File: config.mk
export PLATFORM = sky130hd
export DESIGN_NAME = alu_muldiv_seq
export DESIGN_NICKNAME = d
export VERILOG_FILES = /design/src/rtl/cpu_muldiv_pkg.sv /design/src/rtl/alu_muldiv_seq.sv
export SDC_FILE = /design/constraint.sdc
export NUM_CORES = 1
export LEC_CHECK = 0
export ABC_AREA = 0
export CAP_MARGIN = 10
export CORE_AREA = 2 2 106 108
export CTS_CLUSTER_SIZE = 24
export DETAILED_ROUTE_END_ITERATION = 10
export DIE_AREA = 0 0 108 110
export GPL_TIMING_DRIVEN = 0
export PLACE_DENSITY = 0.76
export RECOVER_POWER = 50
export SETUP_SLACK_MARGIN = 0.05
export SYNTH_ARGS = -nofsm -noshare
export SYNTH_HDL_FRONTEND = slang
export SYNTH_SLANG_ARGS = --single-unit
File: constraint.sdc
create_clock -name Clock -period 2.3 [get_ports Clock]
set_clock_uncertainty 0.2 [all_clocks]
set_input_delay 0.23 -clock Clock [delete_from_list [all_inputs] [get_ports Clock]]
set_output_delay 0.23 -clock Clock [all_outputs]
set_load 0.02 [all_outputs]
File: src/rtl/cpu_muldiv_pkg.sv
// Shared types and constants for the iterative multiply/divide sequencer.
// The divide path is built only when MULDIV_DIV_EN is defined.
package cpu_muldiv_pkg;

  localparam int unsigned WIDTH      = 24;
  localparam logic [2:0]  ALU_OP_ADD = 3'b010;

  localparam logic OP_MUL = 1'b0;
  localparam logic OP_DIV = 1'b1;

  typedef enum logic [2:0] {
    IDLE,
    MUL,
    NEG,
    DIV,
    DONE
  } state_e;

endpackage

File: src/rtl/alu_muldiv_seq.sv
// Iterative unsigned shift-add multiplier / restoring divider that borrows the shared CPU ALU.
// Define MULDIV_DIV_EN to build the divide path (NEG/DIV states, DivByZero).
module alu_muldiv_seq #(
  parameter int unsigned WIDTH      = 24,
  parameter int unsigned CNT_W      = 5,
  parameter logic [2:0]  ALU_OP_ADD = 3'b010
) (
  input  logic             Clock,
  input  logic             Reset,
  input  logic             Start,
  input  logic             Op,
  input  logic [WIDTH-1:0] OpA,
  input  logic [WIDTH-1:0] OpB,
  output logic             Busy,
  output logic             Done,
  output logic [WIDTH-1:0] ResultHi,
  output logic [WIDTH-1:0] ResultLo,
  output logic             DivByZero,
  output logic [WIDTH-1:0] AluA,
  output logic [WIDTH-1:0] AluB,
  output logic             AluAInvert,
  output logic             AluBNegate,
  output logic [2:0]       AluOp,
  input  logic [WIDTH-1:0] AluResult,
  input  logic             AluCarryOut
);
  import cpu_muldiv_pkg::*;

  state_e             state_q, state_d;
  logic [CNT_W-1:0]   cnt_q;
  // hi/lo hold {P_hi, P_lo} while multiplying and {R, Q} while dividing.
  logic [WIDTH-1:0]   hi_q, lo_q;
  logic [WIDTH-1:0]   m_q;
  logic               dbz_q;
  logic               last;

`ifdef MULDIV_DIV_EN
  logic [WIDTH-1:0]   negd_q;
  logic [WIDTH-1:0]   div_s;
  logic               take;

  assign div_s = {hi_q[WIDTH-2:0], lo_q[WIDTH-1]};
  // A set R msb means the shifted remainder is at least 2^WIDTH, so D always fits.
  assign take  = hi_q[WIDTH-1] | AluCarryOut;
`endif

  assign last       = (cnt_q == CNT_W'(WIDTH - 1));
  assign ResultHi   = hi_q;
  assign ResultLo   = lo_q;
  assign DivByZero  = dbz_q;
  assign AluAInvert = 1'b0;
  assign AluBNegate = 1'b0;
  assign AluOp      = ALU_OP_ADD;

  always_ff @(posedge Clock or posedge Reset) begin
    if (Reset) begin
      state_q <= IDLE;
    end else begin
      state_q <= state_d;
    end
  end

  always_comb begin
    state_d = state_q;
    unique case (state_q)
      IDLE: begin
        if (Start) begin
          if (Op == OP_MUL) begin
            state_d = MUL;
          end
`ifdef MULDIV_DIV_EN
          else if (OpB != '0) begin
            state_d = NEG;
          end
`endif
          else begin
            state_d = DONE;
          end
        end
      end
      MUL: begin
        if (last) state_d = DONE;
      end
`ifdef MULDIV_DIV_EN
      NEG: state_d = DIV;
      DIV: begin
        if (last) state_d = DONE;
      end
`endif
      DONE:    state_d = IDLE;
      default: state_d = IDLE;
    endcase
  end

  always_comb begin
    Busy = (state_q != IDLE);
    Done = (state_q == DONE);
    AluA = '0;
    AluB = '0;
    unique case (state_q)
      MUL: begin
        AluA = hi_q;
        AluB = m_q;
      end
`ifdef MULDIV_DIV_EN
      NEG: begin
        AluA = ~m_q;
        AluB = WIDTH'(1);
      end
      DIV: begin
        AluA = div_s;
        AluB = negd_q;
      end
`endif
      default: ;
    endcase
  end

  always_ff @(posedge Clock or posedge Reset) begin
    if (Reset) begin
      cnt_q  <= '0;
      hi_q   <= '0;
      lo_q   <= '0;
      m_q    <= '0;
      dbz_q  <= 1'b0;
`ifdef MULDIV_DIV_EN
      negd_q <= '0;
`endif
    end else begin
      unique case (state_q)
        IDLE: begin
          if (Start) begin
            cnt_q <= '0;
            dbz_q <= 1'b0;
            if (Op == OP_MUL) begin
              m_q  <= OpA;
              hi_q <= '0;
              lo_q <= OpB;
            end
`ifdef MULDIV_DIV_EN
            else if (OpB != '0) begin
              m_q  <= OpB;
              hi_q <= '0;
              lo_q <= OpA;
            end else begin
              hi_q  <= OpA;
              lo_q  <= '1;
              dbz_q <= 1'b1;
            end
`else
            else begin
              hi_q <= '0;
              lo_q <= '0;
            end
`endif
          end
        end
        MUL: begin
          cnt_q <= last ? '0 : cnt_q + CNT_W'(1);
          if (lo_q[0]) begin
            hi_q <= {AluCarryOut, AluResult[WIDTH-1:1]};
            lo_q <= {AluResult[0], lo_q[WIDTH-1:1]};
          end else begin
            hi_q <= {1'b0, hi_q[WIDTH-1:1]};
            lo_q <= {hi_q[0], lo_q[WIDTH-1:1]};
          end
        end
`ifdef MULDIV_DIV_EN
        NEG: begin
          negd_q <= AluResult;
          cnt_q  <= '0;
        end
        DIV: begin
          cnt_q <= last ? '0 : cnt_q + CNT_W'(1);
          if (take) begin
            hi_q <= AluResult;
            lo_q <= {lo_q[WIDTH-2:0], 1'b1};
          end else begin
            hi_q <= div_s;
            lo_q <= {lo_q[WIDTH-2:0], 1'b0};
          end
        end
`endif
        default: ;
      endcase
    end
  end

endmodule

; ---- Yosys cells after proc, flatten, opt, wreduce, memory -nomap -nowiden
; Index checks and enable logic that the tools add are counted.
[op_classes]
add_sub_neg = 1
eq_ne = 5
muxes = 16
bitwise_logic = 1
n_reduce_logical = 6
[op_table]
columns = cell, n
row1 = two-way mux 24 bit, 7
row2 = one-hot mux 24 bit (2 select lines), 2
row3 = two-way mux 5 bit, 2
row4 = one-hot mux 5 bit (2 select lines), 1
row5 = two-way mux 3 bit, 3
row6 = one-hot mux 3 bit (2 select lines), 1
row7 = adder 5 x 1 -> 5 bit (second input constant), 1
row8 = equality test 5 bit (second input constant), 1
row9 = != test 2 bit (second input constant), 2
row10 = AND reduction 2 bit, 2
row11 = equality test 3 x 1 -> 1 bit (second input constant), 1
row12 = equality test 3 bit (second input constant), 1
row13 = zero test 3 bit, 1
row14 = AND reduction 3 bit, 1
row15 = nonzero test 3 bit, 1
row16 = nonzero test 2 bit, 1
row17 = NOT 1 bit, 1
[word_totals]
regBits = 80
inputBits = 77
output_inout_bits = 104
elab_cells = 34

; ---- Depth between registers and ports, before layout
[logic_depth]
depth_word = 3
depth_mapped = 6
ltp_nobuf = 4

; ---- Least setup slack after synthesis
; No wires, ideal clock.
[synth_timing]
path_kind = flip-flop to output port
from = reg state_q[2]
to = out AluA[14]
t_arrival_ns = 1.292
t_required_ns = 1.870
slack_ns = 0.578
stages_incl_launch_ff = 5
path_buffers = 2
cell_sequence = dfrtp_1 -> and2b_1 -> buf_2 -> clkbuf_1 -> and2_1
[synth_via]
elab_chain_len = 2
[synth_lines]
columns = item, line
row1 = start: declaration, alu_muldiv_seq.sv:29  ; state_e state_q, state_d;
row2 = start signal: assignment, alu_muldiv_seq.sv:59  ; state_q <= state_d;
row3 = equality test 3 x 1 -> 1 bit, alu_muldiv_seq.sv:100  ; unique case (state_q)
row4 = two-way mux 24 bit, alu_muldiv_seq.sv:100
row5 = end: declaration, alu_muldiv_seq.sv:19  ; output logic [WIDTH-1:0] AluA,
; No other way between the ends.

; ---- Worst setup path after layout
[layout_timing]
from = reg state_q[0]
to = out Busy
[layout_via]
elab_chain_len = 1
[layout_lines]
columns = item, line
row1 = nonzero test 3 bit, alu_muldiv_seq.sv:96  ; Busy = (state_q != IDLE);
row2 = end: declaration, alu_muldiv_seq.sv:14  ; output logic Busy,
; No other way between the ends.

==> results.txt <==
- Cell area after layout: 6057 µm²
- After global routing the overflow that remains totals 0.
* Maximum buffer depth of the clock tree: 2
- Setup repair after global routing could not meet its margin everywhere.
* Routed vias/inst: 4.853
- Setup total negative slack on the finished layout was measured at 0 ps.
- Weighted congestion reported at the end of routability-driven placement: 0.8260
* Syn avg cell area: 10.38 µm²
- Number of nets with antenna violations after detailed routing: 0
- In this run the power density over the cells is 1298 nW/µm².
- The synthesized design contains 79 register bits.
* Final hold slack: 266.8 ps
* Part of the cycle the worst path needs: 94.43%
- In the final layout, the share of cells above drive strength 1 is 18.73%.
* Clock slew at reported path FFs: 90 ps
- Width of the die: 108 µm
- Class of the worst hold path: primary input to flop
- Across the run, the number of max-cap violations was 0.
- For this configuration, the core starts out at a cell density of 37.36%.
- The final layout contains 655 nets.
- Number of distinct library cell variants in the gate-level netlist after synthesis: 33
* Finish-stage setup viols: 0
- Number of hold-slack violations in the final timing report: 0
- HPWL Detailed: 8336 µm
- Worst slew slack as a fraction of its limit: 34.17%
- The worst setup path is launched from a flop.
- Along the worst path, the maximum fanout reaches 8.
- Synth Cell Area: 3996 µm²
* Maximum ir drop on the vdd rail: 0.4881 mV
* Number of warnings reported in the yosys synthesis log: 0
- Pin placement for this block handled 181 I/O pins.
* Power Total: 7.860 mW
- For this run, the total global-route usage over all layers was measured as 18.87%.
* Outcome: completed
- Entering global routing, the biggest net connects 33 pins.
- Chip height: 110 µm
- Buffers placed on the I/O ports in this run total 174.
- The number of global-route vias before repair is 3571.
- The floorplan has 38 rows.
* Transition time at the pin with the least slew margin: 982.1 ps
* Post-DP Area: 5972 µm²
- Maximum level of the CTS H-tree: 3
- TritonCTS built the clock tree.
- The number of antenna violations at the first check in global routing was 0.
- After detailed routing, the number of remaining DRC violations is 0.
* Sequential cell area fraction in the yosys report: 49.47%
- For this block, the initial DRC count from the detailed router was 161.
* Placeable core area: 10700 µm²
- For this run, the detailed router's first-pass iteration total came to 5.
- For the worst setup path, the data arrival time is 1740 ps.
- Insertion delay to the later sink of the worst-skew pair: 340 ps
- The top cell types in the final layout, fill and taps aside, are 110 x sky130_fd_sc_hd__clkdlybuf4s50_1, 77 x sky130_fd_sc_hd__dfrtp_1, 52 x sky130_fd_sc_hd__nand2_1.
- Clock tree synthesis found a total of 79 sinks.
- Count of final max-slew check failures: 0
* Final WS setup: 128.1 ps
- Leak Pwr: 2.705 nW
- Cell chosen for the clock root: sky130_fd_sc_hd__clkbuf_8
- Full die area: 11880 µm²
- Total via count in the routed design: 3504
* Most common cell after layout, fill and taps aside: sky130_fd_sc_hd__clkdlybuf4s50_1
- After detailed routing, the average wire length per cell comes to 15.29 µm.
- Post-layout min period: 2172 ps
- Area growth from synthesis to layout: 51.57%
- The repair_antennas step left the layout with diodes totalling 0.
- Number of buffers added by the clock tree synthesis step: 9
* Data required time at the worst endpoint: 1870 ps
* First-pass GRT wire length: 17820 µm
- The critical path is of the flop to output port type.
* Highest clock rate: 460.4 MHz
- Before CTS, the worst setup slack after placement is -248.7 ps.
- Number of buffers added to fix hold violations after cts: 0
- Type of element capturing the critical path: output port
- Total Routed Length: 11040 µm
* Count of mapped cells out of synthesis: 385
-- synthesized netlist by cell type --
cell type / n / area (µm²)
sky130_fd_sc_hd__a211oi_1: 1 / 7.510
sky130_fd_sc_hd__a22o_1: 2 / 17.52
sky130_fd_sc_hd__a31oi_1: 24 / 150.1
sky130_fd_sc_hd__a32o_1: 1 / 10.01
sky130_fd_sc_hd__and2_1: 49 / 306.5
sky130_fd_sc_hd__and2b_1: 1 / 7.510
sky130_fd_sc_hd__buf_12: 2 / 40.04
sky130_fd_sc_hd__buf_2: 11 / 55.05
sky130_fd_sc_hd__buf_4: 6 / 45.04
sky130_fd_sc_hd__buf_6: 1 / 11.26
sky130_fd_sc_hd__clkbuf_1: 15 / 56.30
sky130_fd_sc_hd__clkbuf_2: 1 / 5.000
sky130_fd_sc_hd__conb_1: 2 / 7.510
sky130_fd_sc_hd__dfrtp_1: 79 / 1977
sky130_fd_sc_hd__ha_1: 1 / 12.51
sky130_fd_sc_hd__inv_1: 1 / 3.750
sky130_fd_sc_hd__mux2_2: 7 / 78.83
sky130_fd_sc_hd__mux2_4: 19 / 285.3
sky130_fd_sc_hd__mux2i_1: 23 / 230.2
sky130_fd_sc_hd__nand2_1: 52 / 195.2
sky130_fd_sc_hd__nand2b_1: 3 / 18.77
sky130_fd_sc_hd__nand3_1: 2 / 10.01
sky130_fd_sc_hd__nand3b_1: 24 / 180.2
sky130_fd_sc_hd__nand4b_1: 1 / 8.760
sky130_fd_sc_hd__nor2_1: 25 / 93.84
sky130_fd_sc_hd__nor2b_1: 1 / 6.260
sky130_fd_sc_hd__nor3_2: 1 / 10.01
sky130_fd_sc_hd__o21ai_0: 25 / 125.1
sky130_fd_sc_hd__o21ba_2: 1 / 10.01
sky130_fd_sc_hd__o21bai_1: 1 / 7.510
sky130_fd_sc_hd__o311ai_1: 1 / 8.760
sky130_fd_sc_hd__or2_2: 1 / 6.260
sky130_fd_sc_hd__xor2_1: 1 / 8.760
-- metal layers --
metal | track usage (%) | part of all wire (%) | routed length (µm)
met3 | 4.233 | 6.4 | 707
met1 | 24.54 | 43 | 4710
met5 | 0 | 0 | 0
met2 | 31.72 | 49 | 5460
met4 | 5.495 | 1.5 | 162
-- critical path: stages (launching register included) --
cell and delay (ps):
sky130_fd_sc_hd__dfrtp_2 410, sky130_fd_sc_hd__buf_4 160, sky130_fd_sc_hd__or2_2 290, sky130_fd_sc_hd__clkdlybuf4s50_1 560
-- power by group --
part	total, mW	switching, mW	internal [mW]
clock network	1.19	0.543	0.647
logic	4.18	2.22	1.96
registers	2.49	0.461	2.03
total	7.86	3.23	4.63
-- cells by family after synthesis --
group	after synthesis	share of synthesized area [%]
other	2	0.1879
adders and majority gates	1	0.3130
DFF	79	49.47
buffers and inverters	37	5.416
muxes	49	14.87
AOI/OAI and AO/OA	56	8.422
and+or+nand+nor	160	21.10
xor gates and xnor gates	1	0.2192
-- stage by stage --
| stage | cells | utilization (%) |
|---|---|---|
| after floorplan | 389 | - |
| after global placement | 703 | 55.45 |
| after detailed placement | 705 | 55.82 |
| after CTS | 722 | 58.06 |
| after global routing | 722 | 56.62 |
| final | 722 | 56.62 |
-- sequential cells by signal, indices dropped and copies added (netlist names) --
name	flops
cnt_q	5
ResultHi	24
m_q	24
ResultLo	24
state_q	2
-- timing repair --
action,4_1_cts,5_1_grt
endpoints found under the setup margin,48,36
pin swaps,0,0
buffers inserted,2,0
resized for setup,85,56
-- layout make-up --
type | count | area, µm²
fillers | 936 | 4641
flip-flops and latches | 79 | 1979
multi-input cells | 273 | 1814
repair buffers | 178 | 1617
plain buffers | 35 | 236.5
well taps | 140 | 175.2
clock buffers | 10 | 137.6
clock inverters | 6 | 92.59
inverters | 1 | 5.005
-- final timing paths --
check / start / endpoint / slack [ps] / depth (start not counted)
worst min-delay path: OpB[5] / ResultLo[5] / 270 / 3
max in group asynchronous: Reset / state_q[0] / 460 / 4
worst max register to register: state_q[0] / m_q[5] / 200 / 6
worst max-delay path: state_q[0] / Busy / 130 / 3
min in group asynchronous: Reset / ResultHi[11] / 300 / 2
worst min register to register: m_q[17] / m_q[17] / 310 / 1
Note: power is estimated with default switching activity, not from simulation.
